## config.mk

```make
export PLATFORM = sky130hd
export DESIGN_NAME = mem_access_unit
export DESIGN_NICKNAME = d
export VERILOG_FILES = /design/src/rtl/mem_pkg.sv /design/src/rtl/load_formatter.sv /design/src/rtl/mem_access_unit.sv
export SDC_FILE = /design/constraint.sdc
export NUM_CORES = 1
export LEC_CHECK = 0
export CORE_ASPECT_RATIO = 0.9
export CORE_MARGIN = 5
export CORE_UTILIZATION = 47
export DETAILED_ROUTE_END_ITERATION = 10
export GPL_TIMING_DRIVEN = 0
export PLACE_DENSITY = 0.9
export SYNTH_ARGS = -nofsm -noshare
export SYNTH_HDL_FRONTEND = slang
export SYNTH_SLANG_ARGS = --single-unit
```

## constraint.sdc

```tcl
create_clock -name clk -period 3.32 [get_ports clk]
set_input_delay 0.498 -clock clk [delete_from_list [all_inputs] [get_ports clk]]
set_output_delay 0.498 -clock clk [all_outputs]
set_load 0.02 [all_outputs]
```

## src/rtl/mem_pkg.sv

```systemverilog
// Shared definitions for the MEM-stage data-memory access unit.
// Holds funct3 encodings, FSM state encoding and the alignment/legality check.
package mem_pkg;

  localparam logic [2:0] F3_B  = 3'b000;
  localparam logic [2:0] F3_H  = 3'b001;
  localparam logic [2:0] F3_W  = 3'b010;
  localparam logic [2:0] F3_BU = 3'b100;
  localparam logic [2:0] F3_HU = 3'b101;

  typedef enum logic [1:0] {
    S_IDLE   = 2'd0,
    S_ACCESS = 2'd1,
    S_DONE   = 2'd2
  } state_e;

  // 1 when funct3 is a legal access width and the byte offset suits that width.
  function automatic logic is_aligned(input logic [2:0] funct3, input logic [1:0] off);
    logic ok;
    case (funct3)
      F3_B, F3_BU: ok = 1'b1;
      F3_H, F3_HU: ok = ~off[0];
      F3_W:        ok = (off == 2'b00);
      default:     ok = 1'b0;
    endcase
    return ok;
  endfunction

endpackage

```

## src/rtl/load_formatter.sv

```systemverilog
// Combinational load-data formatter.
// Ports:
//   dmem_rdata  in  32  raw word from data memory
//   off         in  2   byte offset within the word
//   funct3      in  3   load width / signedness
//   result      out 32  right-aligned, sign- or zero-extended load value
module load_formatter
  import mem_pkg::*;
(
  input  logic [31:0] dmem_rdata,
  input  logic [1:0]  off,
  input  logic [2:0]  funct3,
  output logic [31:0] result
);

  logic [31:0] x;

  always_comb begin
    x = dmem_rdata >> {off, 3'b000};
    case (funct3)
      F3_B:    result = {{24{x[7]}}, x[7:0]};
      F3_H:    result = {{16{x[15]}}, x[15:0]};
      F3_BU:   result = {24'd0, x[7:0]};
      F3_HU:   result = {16'd0, x[15:0]};
      default: result = x;
    endcase
  end

endmodule

```

## src/rtl/mem_access_unit.sv

```systemverilog
// MEM-stage data-memory access unit. Issues one req/ack transaction per load/store,
// steers store lanes, formats load data and stalls the pipeline while the access is open.
// Ports:
//   clk, rst_n                     clock, asynchronous active-low reset
//   ex_mem_MemRead/MemWrite        load/store present in MEM (store wins if both set)
//   ex_mem_funct3                  access width / signedness
//   ex_mem_ALU_out                 effective byte address
//   ex_mem_write_data              right-aligned store data
//   dmem_req/we/addr/be/wdata      registered request to data memory
//   dmem_ack, dmem_rdata           memory completion and read word
//   read_data                      registered formatted load result
//   stall                          freeze upstream pipeline registers
//   misalign_err, bus_err          one-cycle error pulses
module mem_access_unit
  import mem_pkg::*;
#(
  parameter int unsigned TIMEOUT_CYCLES = 255,
  parameter int unsigned CNT_W          = 8
) (
  input  logic        clk,
  input  logic        rst_n,
  input  logic        ex_mem_MemRead,
  input  logic        ex_mem_MemWrite,
  input  logic [2:0]  ex_mem_funct3,
  input  logic [31:0] ex_mem_ALU_out,
  input  logic [31:0] ex_mem_write_data,
  output logic        dmem_req,
  output logic        dmem_we,
  output logic [31:0] dmem_addr,
  output logic [3:0]  dmem_be,
  output logic [31:0] dmem_wdata,
  input  logic        dmem_ack,
  input  logic [31:0] dmem_rdata,
  output logic [31:0] read_data,
  output logic        stall,
  output logic        misalign_err,
  output logic        bus_err
);

  state_e           state_q, state_d;
  logic [CNT_W-1:0] cnt_q, cnt_d;
  logic [1:0]       off_q;
  logic [2:0]       funct3_q;
  logic [3:0]       be_d;
  logic [31:0]      wdata_d;
  logic [31:0]      fmt_data;
  logic [1:0]       off;
  logic             op, legal, accept, reject, ack_hit, timeout;

  assign off     = ex_mem_ALU_out[1:0];
  assign op      = ex_mem_MemRead | ex_mem_MemWrite;
  assign legal   = is_aligned(ex_mem_funct3, off);
  assign accept  = (state_q == S_IDLE) && op && legal;
  assign reject  = (state_q == S_IDLE) && op && !legal;
  assign ack_hit = (state_q == S_ACCESS) && dmem_ack;
  // Abort on the edge where the wait count would reach the limit.
  assign timeout = (state_q == S_ACCESS) && !dmem_ack &&
                   (cnt_q == CNT_W'(TIMEOUT_CYCLES - 1));

  // State register and wait counter
  always_ff @(posedge clk or negedge rst_n) begin
    if (!rst_n) begin
      state_q <= S_IDLE;
      cnt_q   <= '0;
    end else begin
      state_q <= state_d;
      cnt_q   <= cnt_d;
    end
  end

  // Next-state logic
  always_comb begin
    state_d = state_q;
    cnt_d   = '0;
    case (state_q)
      S_IDLE:   if (accept) state_d = S_ACCESS;
      S_ACCESS: begin
        cnt_d = cnt_q + CNT_W'(1);
        if (ack_hit || timeout) state_d = S_DONE;
      end
      S_DONE:   state_d = S_IDLE;
      default:  state_d = S_IDLE;
    endcase
  end

  // Output logic; gated by rst_n so stall is low for the whole reset.
  always_comb begin
    stall = 1'b0;
    case (state_q)
      S_IDLE:   stall = accept;
      S_ACCESS: stall = 1'b1;
      default:  stall = 1'b0;
    endcase
    stall = stall & rst_n;
  end

  // Store lane steering
  always_comb begin
    case (ex_mem_funct3[1:0])
      2'b00: begin
        be_d    = 4'b0001 << off;
        wdata_d = {4{ex_mem_write_data[7:0]}};
      end
      2'b01: begin
        be_d    = 4'b0011 << off;
        wdata_d = {2{ex_mem_write_data[15:0]}};
      end
      default: begin
        be_d    = 4'b1111;
        wdata_d = ex_mem_write_data;
      end
    endcase
  end

  load_formatter u_load_formatter (
    .dmem_rdata (dmem_rdata),
    .off        (off_q),
    .funct3     (funct3_q),
    .result     (fmt_data)
  );

  // Request and result registers
  always_ff @(posedge clk or negedge rst_n) begin
    if (!rst_n) begin
      dmem_req     <= 1'b0;
      dmem_we      <= 1'b0;
      dmem_addr    <= '0;
      dmem_be      <= '0;
      dmem_wdata   <= '0;
      off_q        <= '0;
      funct3_q     <= '0;
      read_data    <= '0;
      misalign_err <= 1'b0;
      bus_err      <= 1'b0;
    end else begin
      misalign_err <= reject;
      bus_err      <= timeout;
      if (accept) begin
        dmem_req   <= 1'b1;
        dmem_we    <= ex_mem_MemWrite;
        dmem_addr  <= {ex_mem_ALU_out[31:2], 2'b00};
        dmem_be    <= be_d;
        dmem_wdata <= wdata_d;
        off_q      <= off;
        funct3_q   <= ex_mem_funct3;
      end
      if (ack_hit || timeout) dmem_req <= 1'b0;
      if (ack_hit && !dmem_we) read_data <= fmt_data;
      if (timeout || reject) read_data <= '0;
    end
  end

endmodule

```

==> report_table.html <==
<table>
<tr><th>Metric</th><th>Value</th></tr>
<tr><th colspan="2">Run status</th></tr>
<tr><td>Outcome</td><td>finished, final reports clean</td></tr>
<tr><th colspan="2">Clock tree</th></tr>
<tr><td>Count of H-tree levels built during CTS</td><td>4</td></tr>
<tr><td>Num Clock Sinks</td><td>117</td></tr>
<tr><td>Insertion delay of the later-clocked pin in the worst-skew pair</td><td>about 420 ps</td></tr>
<tr><td>Clock-pin slew on the worst setup and hold paths</td><td>50 ps</td></tr>
<tr><td>TritonCTS clock tree</td><td>yes</td></tr>
<tr><td>Number of buffers created by CTS</td><td>17</td></tr>
<tr><td>Worst-case clock buffer depth</td><td>2</td></tr>
<tr><td>Clock tree root driver cell</td><td>clkbuf_16</td></tr>
<tr><th colspan="2">Layout</th></tr>
<tr><td>Share of post-route cells with drive strength above 1</td><td>14.6%</td></tr>
<tr><td>Antenna Diode Count</td><td>0</td></tr>
<tr><td>Growth of design area from synthesis to finish</td><td>55.3%</td></tr>
<tr><td>Layout Cell Area excl Fill</td><td>8210 µm²</td></tr>
<tr><td>Nets</td><td>779</td></tr>
<tr><th colspan="2">Synth</th></tr>
<tr><td>Area share of the largest cell type after synthesis</td><td>between 50% and 60%</td></tr>
<tr><td>Number of synthesized register bits</td><td>roughly 120</td></tr>
<tr><td>Dominant cell by count in the synthesized netlist</td><td>dfrtp_1</td></tr>
<tr><td>Distinct cell type count after synthesis</td><td>38</td></tr>
<tr><td>Cell types with the largest area share after synthesis</td><td>dfrtp_1 55%, mux2_2 11%, mux2i_1 7.8%</td></tr>
<tr><td>Post-Synthesis Mean Instance Area</td><td>11.9 µm²</td></tr>
<tr><td>Synthesized netlist cell count</td><td>~450</td></tr>
<tr><td>Sequential cell area fraction in the yosys report</td><td>55.4%</td></tr>
<tr><td>Top cell type by total area after synthesis</td><td>dfrtp_1</td></tr>
<tr><td>Predominant post-synthesis flop cell</td><td>dfrtp_1</td></tr>
<tr><td>Synth cell count leaders</td><td>117 x dfrtp_1, 50 x mux2_2, 41 x mux2i_1, 33 x nor2_1, 32 x nand2_1</td></tr>
<tr><td>Count of flip-flops with a built-in enable after synthesis</td><td>0</td></tr>
<tr><td>Synthesis Warnings</td><td>0</td></tr>
<tr><td>Post-synthesis instance area</td><td>5290 µm²</td></tr>
<tr><td>Fraction of registers with async set/reset</td><td>100%</td></tr>
<tr><th colspan="2">Timing</th></tr>
<tr><td>Final Hold Viols</td><td>0</td></tr>
<tr><td>Number of failing setup endpoints in the final timing report</td><td>0</td></tr>
<tr><td>Final worst path period share</td><td>93.4%</td></tr>
<tr><td>Post-layout min period</td><td>just over 3000 ps</td></tr>
<tr><td>Worst setup slack after layout</td><td>219 ps</td></tr>
<tr><td>Maximum clock rate</td><td>about 320 MHz</td></tr>
<tr><td>Tightest Pin Transition</td><td>924 ps</td></tr>
<tr><td>RSZ-0062 raised after global routing</td><td>false</td></tr>
<tr><td>Post-route clock skew</td><td>12.4 ps</td></tr>
<tr><td>Pins Over Slew Limit</td><td>0</td></tr>
<tr><td>Slew Limit Headroom</td><td>approximately two fifths</td></tr>
<tr><th colspan="2">Drt</th></tr>
<tr><td>Final routed wire length divided by cell count</td><td>20.2 µm</td></tr>
<tr><td>Remaining number of nets flagged by the antenna check after routing</td><td>0</td></tr>
<tr><td>Drc violations</td><td>0</td></tr>
<tr><td>Vias per std cell</td><td>5.37</td></tr>
<tr><td>Vias after detailed routing</td><td>4,495</td></tr>
<tr><td>First-iteration detailed-routing DRC count</td><td>317</td></tr>
<tr><td>Total iterations of the first detailed-routing run</td><td>4</td></tr>
<tr><td>Aggregate routed wire length</td><td>16.9 mm</td></tr>
<tr><th colspan="2">Global route</th></tr>
<tr><td>Wire length of the first global-routing pass</td><td>27.3 mm</td></tr>
<tr><td>Largest net degree at the start of global routing</td><td>between 90 and 100</td></tr>
<tr><td>Number of antenna violations at the first check in global routing</td><td>0</td></tr>
<tr><td>Via count of the first global-routing pass</td><td>around 5.2k</td></tr>
<tr><td>Total GRT Usage</td><td>between 20% and 30%</td></tr>
<tr><td>Total congestion overflow after global routing</td><td>0</td></tr>
<tr><th colspan="2">Worst setup path</th></tr>
<tr><td>Worst setup slack for register-to-register paths</td><td>roughly 970 ps</td></tr>
<tr><td>Kind of start point of the critical path</td><td>input port</td></tr>
<tr><td>Stage delay of the slowest cell on the critical path</td><td>520 ps</td></tr>
<tr><td>Critical path's slowest cell</td><td>clkdlybuf4s50_1</td></tr>
<tr><td>Max Fanout on Critical Path</td><td>10</td></tr>
<tr><td>Cell chain of the critical path</td><td>clkdlybuf4s50_1 &gt; nor4_2 &gt; o221ai_2 &gt; clkbuf_4 &gt; nor2b_1 &gt; nor3b_1 &gt; dlygate4sd2_1</td></tr>
<tr><td>Data required time at the worst endpoint</td><td>2820 ps</td></tr>
<tr><td>Arr. time, crit path</td><td>roughly 2600 ps</td></tr>
<tr><td>Depth of the worst register-to-register path</td><td>5</td></tr>
<tr><td>CP Launch Point</td><td>ex_mem_ALU_out[1]</td></tr>
<tr><td>Endpoint class of the critical path</td><td>output pin</td></tr>
<tr><td>CP Capture Point</td><td>stall</td></tr>
<tr><td>Launch point of the worst reg-to-reg path</td><td>state_q[0]$_DFFE_PN0P_</td></tr>
<tr><td>Critical path start-end classification</td><td>in2out</td></tr>
<tr><td>Reg-to-reg critical path endpoint</td><td>read_data[24]$_DFFE_PN0P_</td></tr>
<tr><th colspan="2">Floorplan</th></tr>
<tr><td>Effective utilization at floorplan</td><td>between 40% and 50%</td></tr>
<tr><td>Area of the core region</td><td>about 11,000 µm²</td></tr>
<tr><td>Die Span X</td><td>~120 µm</td></tr>
<tr><td>I/O pin total</td><td>209</td></tr>
<tr><td>FP Rows</td><td>36</td></tr>
<tr><td>Full die area</td><td>approximately 13,000 µm²</td></tr>
<tr><td>Die Span Y</td><td>approximately 110 µm</td></tr>
<tr><th colspan="2">Place</th></tr>
<tr><td>Quantity of I/O buffers inserted on ports</td><td>206</td></tr>
<tr><td>Post-place instance area</td><td>7570 µm²</td></tr>
<tr><td>GPL Wtd Cong</td><td>0.860</td></tr>
<tr><td>DPL Wire Length</td><td>roughly 12 mm</td></tr>
<tr><td>Post-Place Setup Slack</td><td>-393 ps</td></tr>
<tr><th colspan="2">Power</th></tr>
<tr><td>Largest vdd supply drop</td><td>0.610 mV</td></tr>
<tr><td>Cell area power density</td><td>roughly 990 nW/µm²</td></tr>
<tr><td>Leak Pwr</td><td>0.00349 µW</td></tr>
<tr><th colspan="2">Hold path</th></tr>
<tr><td>Type of the worst min-delay path</td><td>reg2reg</td></tr>
<tr><th colspan="2">Flow run</th></tr>
<tr><td>Count of max-cap constraint violations</td><td>0</td></tr>
</table>
-- cells in the final DEF (no fill, tap or decap), drive strengths merged, types with 3 or more instances in the layout --
cell type / netlist / final
a221o: 15 / 15
bufinv: 0 / 3
xnor2: 3 / 3
clkdlybuf4s50: 0 / 204
nand3: 4 / 4
mux2i: 41 / 41
o21ai: 31 / 31
nor4: 3 / 3
nand2: 32 / 32
nor2b: 5 / 5
a21oi: 27 / 27
o2bb2ai: 22 / 22
dfrtp: 117 / 117
clkbuf: 19 / 42
buf: 14 / 16
nor3b: 3 / 3
inv: 5 / 5
nor2: 33 / 33
mux2: 50 / 50
clkinvlp: 0 / 3
-- area by class of cell --
cell class / instances / area [µm²]
buffer: 33 / 158
clock buffer: 23 / 488
clock inverter: 8 / 123
fill: 732 / 2700
inverter: 5 / 18.8
multi-input combinational: 291 / 2200
sequential: 117 / 2930
tap: 152 / 190
timing repair buffer: 208 / 2100
-- registers in the layout (all words and copies together) (netlist names), 2 cells and up --
register    cells
state_q         2
off_q           2
read_data      32
cnt_q           8
dmem_wdata     32
dmem_be         4
funct3_q        3
dmem_addr      30
-- report_power, final --
part           internal [µW]  switching (µW)  leakage, µW
logic                   1820            1930      0.00172
clock network           1250             633     0.000291
registers               2070             404      0.00148
-- how the worst min path moves through the flow --
stage	start	endpoint	cells after the start
after floorplan	rst_n	bus_err$_DFF_PN0_	0
after global placement	dmem_wdata[12]$_DFFE_PN0P_	dmem_wdata[12]$_DFFE_PN0P_	2
after detailed placement	rst_n	read_data[13]$_DFFE_PN0P_	1
after CTS	dmem_wdata[25]$_DFFE_PN0P_	dmem_wdata[25]$_DFFE_PN0P_	2
after global routing	read_data[14]$_DFFE_PN0P_	read_data[14]$_DFFE_PN0P_	1
final	read_data[1]$_DFFE_PN0P_	read_data[1]$_DFFE_PN0P_	1
-- timing repair --
action / CTS / global route
pin swaps: 0 / 0
cloned: 0 / 0
setup endpoints to repair: 1 / 1
resized for setup: 3 / 2
hold endpoints to repair: 28 / 0
buffers inserted: 0 / 0
hold buffers: 1 / 0
-- metrics by stage --
stage	instances	TNS (ps)	hold WS [ps]	util [%]	total power (µW)
2_1_floorplan	446	0	202	-	4380
3_3_place_gp	804	-306480	463	69.2	6090
3_5_place_dp	805	-393	395	69.4	6230
4_1_cts	837	0	487	75.2	8170
5_1_grt	837	0	506	75.3	8530
6_report	837	0	485	75.3	8110
-- layer usage --
| metal | global-route usage (%) | wire length, µm | up-vias | share of wire, % |
|---|---|---|---|---|
| met5 | 0 | 0 | - | 0 |
| met4 | 7.99 | 343 | 0 | 2.0 |
| met3 | 11.9 | 1700 | 25 | 10 |
| met2 | 44.1 | 8690 | 184 | 51 |
| met1 | 29.0 | 6150 | 2222 | 36 |
| li1 | - | - | 2064 | - |
-- logic make-up after synthesis --
group	share of synthesized area [%]
muxes	19.3
buffers and inverters	3.27
and+or+nand+nor	7.91
DFF	55.4
xor gates and xnor gates	0.829
adders and majority gates	0.473
other	0.0710
AOI/OAI and AO/OA	12.8
-- worst max-delay path: cells and delay by family --
family	cells	cell delay, ps
AOI/OAI and AO/OA	1	200
buffers and inverters	3	1140
and+or+nand+nor	3	750
No activity file was read; power rests on OpenSTA's default activity.
==> patch 1, RTL diff (same settings) <==
The parameter `CNT_W` goes from 8 to 9.
--- a/src/rtl/mem_access_unit.sv
+++ b/src/rtl/mem_access_unit.sv
@@ -15,7 +15,7 @@
   import mem_pkg::*;
 #(
   parameter int unsigned TIMEOUT_CYCLES = 255,
-  parameter int unsigned CNT_W          = 8
+  parameter int unsigned CNT_W          = 9
 ) (
   input  logic        clk,
   input  logic        rst_n,
Function: same outputs for any inputs over 10 cycles, from zero or initial values and one cycle with rst_n low; that may be too few to reach the edited logic, so the function may still have changed.
==> patch 1 against the unedited design <==
Setup slack got worse by 34 ps; area after synthesis rose by 3.6%; synthesized cell count rose by 2.7%; non-clock buffer count fell by 3; power fell by 1.1%; sequential cell count rose by 1; wire length rose by 2.2%; maximum frequency fell by 1.1%; clock power fell by 7%; die area rose by 3.3%; register-to-register slack improved by 410 ps; largest cell class unchanged; design area rose by 1.6%; clock skew fell by 6.2 ps.
==> patch 1: results (changes against the unedited design) <==
Run status
The flow ran to the end, and the final reports show no timing, DRC or antenna violations.

Place
The count of input and output buffers is 206 (unchanged). The final weighted congestion in routability-driven placement is 0.876 (+1.9%). The number of placed instances, taps included was 821 (+2.0%). The detailed placer's ending HPWL is 12800 µm (+3.1%). The placement-stage worst setup slack is -63.0 ps (+330 ps).

Cells and area
The number of standard cells in the final layout excluding fillers came to 853 (+1.9%). The fraction of layout cells with a size suffix above 1 is 17.1% (+2.5 points). The total number of sequential cells is 118 (+0.85%). The final-layout non-clock buffer area share was 27.3% (-0.19 points). The fraction of standard cell area that is sequential is 35.4% (-0.26 points). The layout multi-input combinational cell count is 303 (+4.1%). The multi-input logic area is 2320 µm² (+5.2%). The clock network area share was 6.87% (-0.57 points). The number of nets at the end of the flow is 790 (+1.4%). The number of ordinary and repair buffers in the finished layout was 238 (-1.2%). The number of logic inverters in the finished layout is 6 (+1).

The total inserted antenna cells is 0 (unchanged). The final-layout fill cell count is 783 (+7.0%).

Global routing
The number of antenna violations at the first check in global routing came to 0 (unchanged). The pin count of the biggest net entering global routing is 64 (-30%). The global-route wire length before repair is 27700 µm (+1.4%).

The number of global-route vias before repair is 5258 (+1.5%). The overall routing resource usage is 25.7% (-0.24 points).

Drt
The total wire length after detailed routing came to 17300 µm (+2.2%). The number of detailed-routing iterations run before antenna repair came to 5 (+1). The remaining routing DRC violations was 0 (unchanged). The overall via count from detail_route is 4733 (+5.3%). The number of DRC markers in iteration 0 came to 383 (+21%).

Clock network
The clock transition at the register clock pins on the worst setup and hold paths after CTS is around 60 ps. The CTS H-tree depth is 4 (unchanged). The tree is rooted in a clkbuf_16. The clock insertion delay at the later pin of the skew report is 410 ps.

Setup path
The maximum cell stage delay along the critical path is 550 ps (+30 ps). The arrival time reported for the critical path endpoint came to 2640 ps (+40 ps). The critical path starts at ex_mem_ALU_out[0]. The origin of the critical flop-to-flop path is cnt_q[0]. The worst-case reg-to-reg path depth was 7 (+2). The worst reg2reg path endpoint is read_data[26]. The setup slack of the most critical reg-to-reg path was 1380 ps (+410 ps).

Timing
The worst-case hold slack came to 23.3 ps (-462 ps). The period utilization is 94.4% (+1.0 points). The transition time of the tightest slew-check pin is 1030 ps (+104 ps). The worst setup skew after layout came to 6.17 ps (-6.20 ps).

Pwr
The maximum resistive drop on vdd is 0.000628 V (+2.9%). The leakage power is 3.60 nW (+3.2%). The cell-internal power is 0.00495 W (-3.8%).

Yosys
Sorting the synthesized cells by how often they occur yields 118 x dfrtp_1, 52 x mux2_2, 42 x mux2i_1. The count of yosys warnings during synthesis is 0 (unchanged). The part of the Yosys area used for sequential elements is 53.9% (-1.5 points).

Ranked by total cell area, the synthesized netlist is headed by dfrtp_1 54%, mux2_2 11%, mux2i_1 7.7%. The synthesized area per cell came to 12.0 µm² (+0.88%). The number of distinct standard cells referenced by the synthesized netlist is 43 (+13%).

Min path
The tightest min-delay check is of the in2async type.
patch 1: changes by cell type after synthesis, moves of 3 or more:
cell,change
nand2_1,+3
o2bb2ai_1,-3
buf_1,-3
clkbuf_1,-10
buf_2,+6
buf_6,+4
patch 1: power groups by stage:
| stage | combinational (W) | sequential (W) | clock (W) |
|---|---|---|---|
| 2_1_floorplan | 0.00131 | 0.00311 | 0 |
| 3_3_place_gp | 0.00368 | 0.00241 | 0 |
| 3_5_place_dp | 0.00378 | 0.00245 | 0 |
| 4_1_cts | 0.00382 | 0.00245 | 0.00178 |
| 5_1_grt | 0.00405 | 0.00254 | 0.00186 |
| 6_report | 0.00382 | 0.00245 | 0.00176 |
patch 1: repair_timing:
item | 4_1_cts | 5_1_grt
pin swaps | 0 | 1
resized for setup | 1 | 0
setup endpoints to repair | 1 | 1
patch 1: metal layers:
metal	vias to the layer above	global-route usage, %	wire length (µm)
met5	-	0	0
met4	0	10.6	583
met3	45	8.82	1530
met2	263	42.9	8690
met1	2308	30.2	6450
li1	2117	-	-
patch 1: kinds of logic (layout without fill, tap and decap cells):
logic type | Yosys count | in the layout | share of synthesized area, %
xor gates and xnor gates | 4 | 4 | 0.640
adders and majority gates | 2 | 2 | 0.457
buffers and inverters | 37 | 276 | 3.84
other | 1 | 2 | 0.0685
AOI/OAI and AO/OA | 106 | 106 | 13.6
DFF | 118 | 118 | 53.9
and+or+nand+nor | 94 | 94 | 8.68
muxes | 95 | 95 | 18.8
patch 1: stage by stage:
step,TNS [ps],area [µm²]
6_report,0,8340
2_1_floorplan,0,5480
5_1_grt,0,8340
3_5_place_dp,-63.0,7760
4_1_cts,0,8340
3_3_place_gp,-319320,7740
==> patch 2, RTL diff (same flow settings) <==
Made on the original files. Reset style: synchronous (`rst_n`), changed in 2 clocked blocks. Comments in the files are not updated.
--- a/src/rtl/mem_access_unit.sv
+++ b/src/rtl/mem_access_unit.sv
@@ -58,7 +58,7 @@
                    (cnt_q == CNT_W'(TIMEOUT_CYCLES - 1));
 
   // State register and wait counter
-  always_ff @(posedge clk or negedge rst_n) begin
+  always_ff @(posedge clk) begin
     if (!rst_n) begin
       state_q <= S_IDLE;
       cnt_q   <= '0;
@@ -120,7 +120,7 @@
   );
 
   // Request and result registers
-  always_ff @(posedge clk or negedge rst_n) begin
+  always_ff @(posedge clk) begin
     if (!rst_n) begin
       dmem_req     <= 1'b0;
       dmem_we      <= 1'b0;
Formal check against the unedited RTL: differs if rst_n is asserted again (counterexample within 4 cycles, from zero or initial values and one cycle with rst_n low); with rst_n held inactive, the same outputs for 10 cycles.
==> patch 2 against the unedited design <==
Setup slack better by 43 ps; maximum frequency rose by 1.4%; area after synthesis is 3.1% lower; non-clock buffer count up 13; global-route usage rose by 1.5 points; final cell count is 18% higher; sequential cell count unchanged; wire length is 7.6% higher; design area is 2.1% lower; synthesized cell count increased by 38%; critical path depth decreased by 1; largest cell class is now multi-input gates.
Power is not compared: it rests on default switching activity, and its combinational part moved more than twofold at a synthesized area within 25%.
==> patch 2: results (changes against the unedited design) <==
Setup path
The arrival time reported for the critical path endpoint is 2560 ps (-40 ps). The origin of the critical flop-to-flop path is off_q[0]. In this run the critical register-to-register path is captured at read_data[29].

The setup slack of the most critical reg-to-reg path is 1420 ps (+450 ps).

Place
The final weighted congestion in routability-driven placement is 0.963 (+12%). The detailed placer's ending HPWL was 13600 µm (+9.4%). The count of input and output buffers is 205 (-0.49%).

Drt
The number of DRC markers in iteration 0 is 520 (+64%). The number of detailed-routing iterations run before antenna repair came to 7 (+3). The overall via count from detail_route is 5505 (+22%).

Yosys
The adder-cell area share of the yosys netlist is 0.489% (+0.015 points). The xor and xnor fraction of the mapped netlist area is 0.855% (+0.026 points). The async set-reset flop share out of synthesis came to 0% (-100 points). The number of distinct standard cells referenced by the synthesized netlist was 50 (+32%). The part of the Yosys area used for sequential elements came to 45.7% (-9.7 points). The top cell type's share of synthesized area is 45.7% (-9.7 points). The synthesized area per cell is 8.37 µm² (-30%).

Global routing
The pin count of the biggest net entering global routing came to 17 (-81%). The number of global-route vias before repair is 5550 (+7.1%). The number of antenna violations at the first check in global routing is 1 (+1).

Cells and area
The number of nets at the end of the flow was 943 (+21%). The fraction of layout cells with a size suffix above 1 was 9.53% (-5.1 points).

Timing
The period utilization is 92.1% (-1.3 points).

Min path
The worst hold path cell count is 2 (+1). The source of the worst hold timing path is dmem_addr[7].

Run status
The flow ran to the end, and the final reports show no timing, DRC or antenna violations.
-- patch 2: cell types whose count changed in the layout (fill, tap and decap cells not counted), moves of 17 or more --
cell      unedited run  this run
o21ai_0             31        12
a211oi_1             0        24
dfxtp_1              0       117
mux2_2              50         7
o211ai_1             0        17
dfrtp_1            117         0
nand2_1             32       146
nor2_1              33        55
a21oi_1             27        73
-- patch 2: routing by layer --
layer,vias to the layer above,global-route usage [%],part of all wire [%]
met2,281,48.4,50
met3,33,10.4,11
li1,2577,-,-
met4,0,10.4,2.1
met1,2614,30.3,37
met5,-,0,0
-- patch 2: final cells by class --
cell class / instances / area (µm²)
well taps: 133 / 166
clock buffers: 19 / 443
fillers: 738 / 2730
multi-input cells: 441 / 2520
inverters: 6 / 22.5
flip-flops and latches: 117 / 2340
clock inverters: 13 / 228
repair buffers: 205 / 2050
diodes: 1 / 2.50
plain buffers: 49 / 258
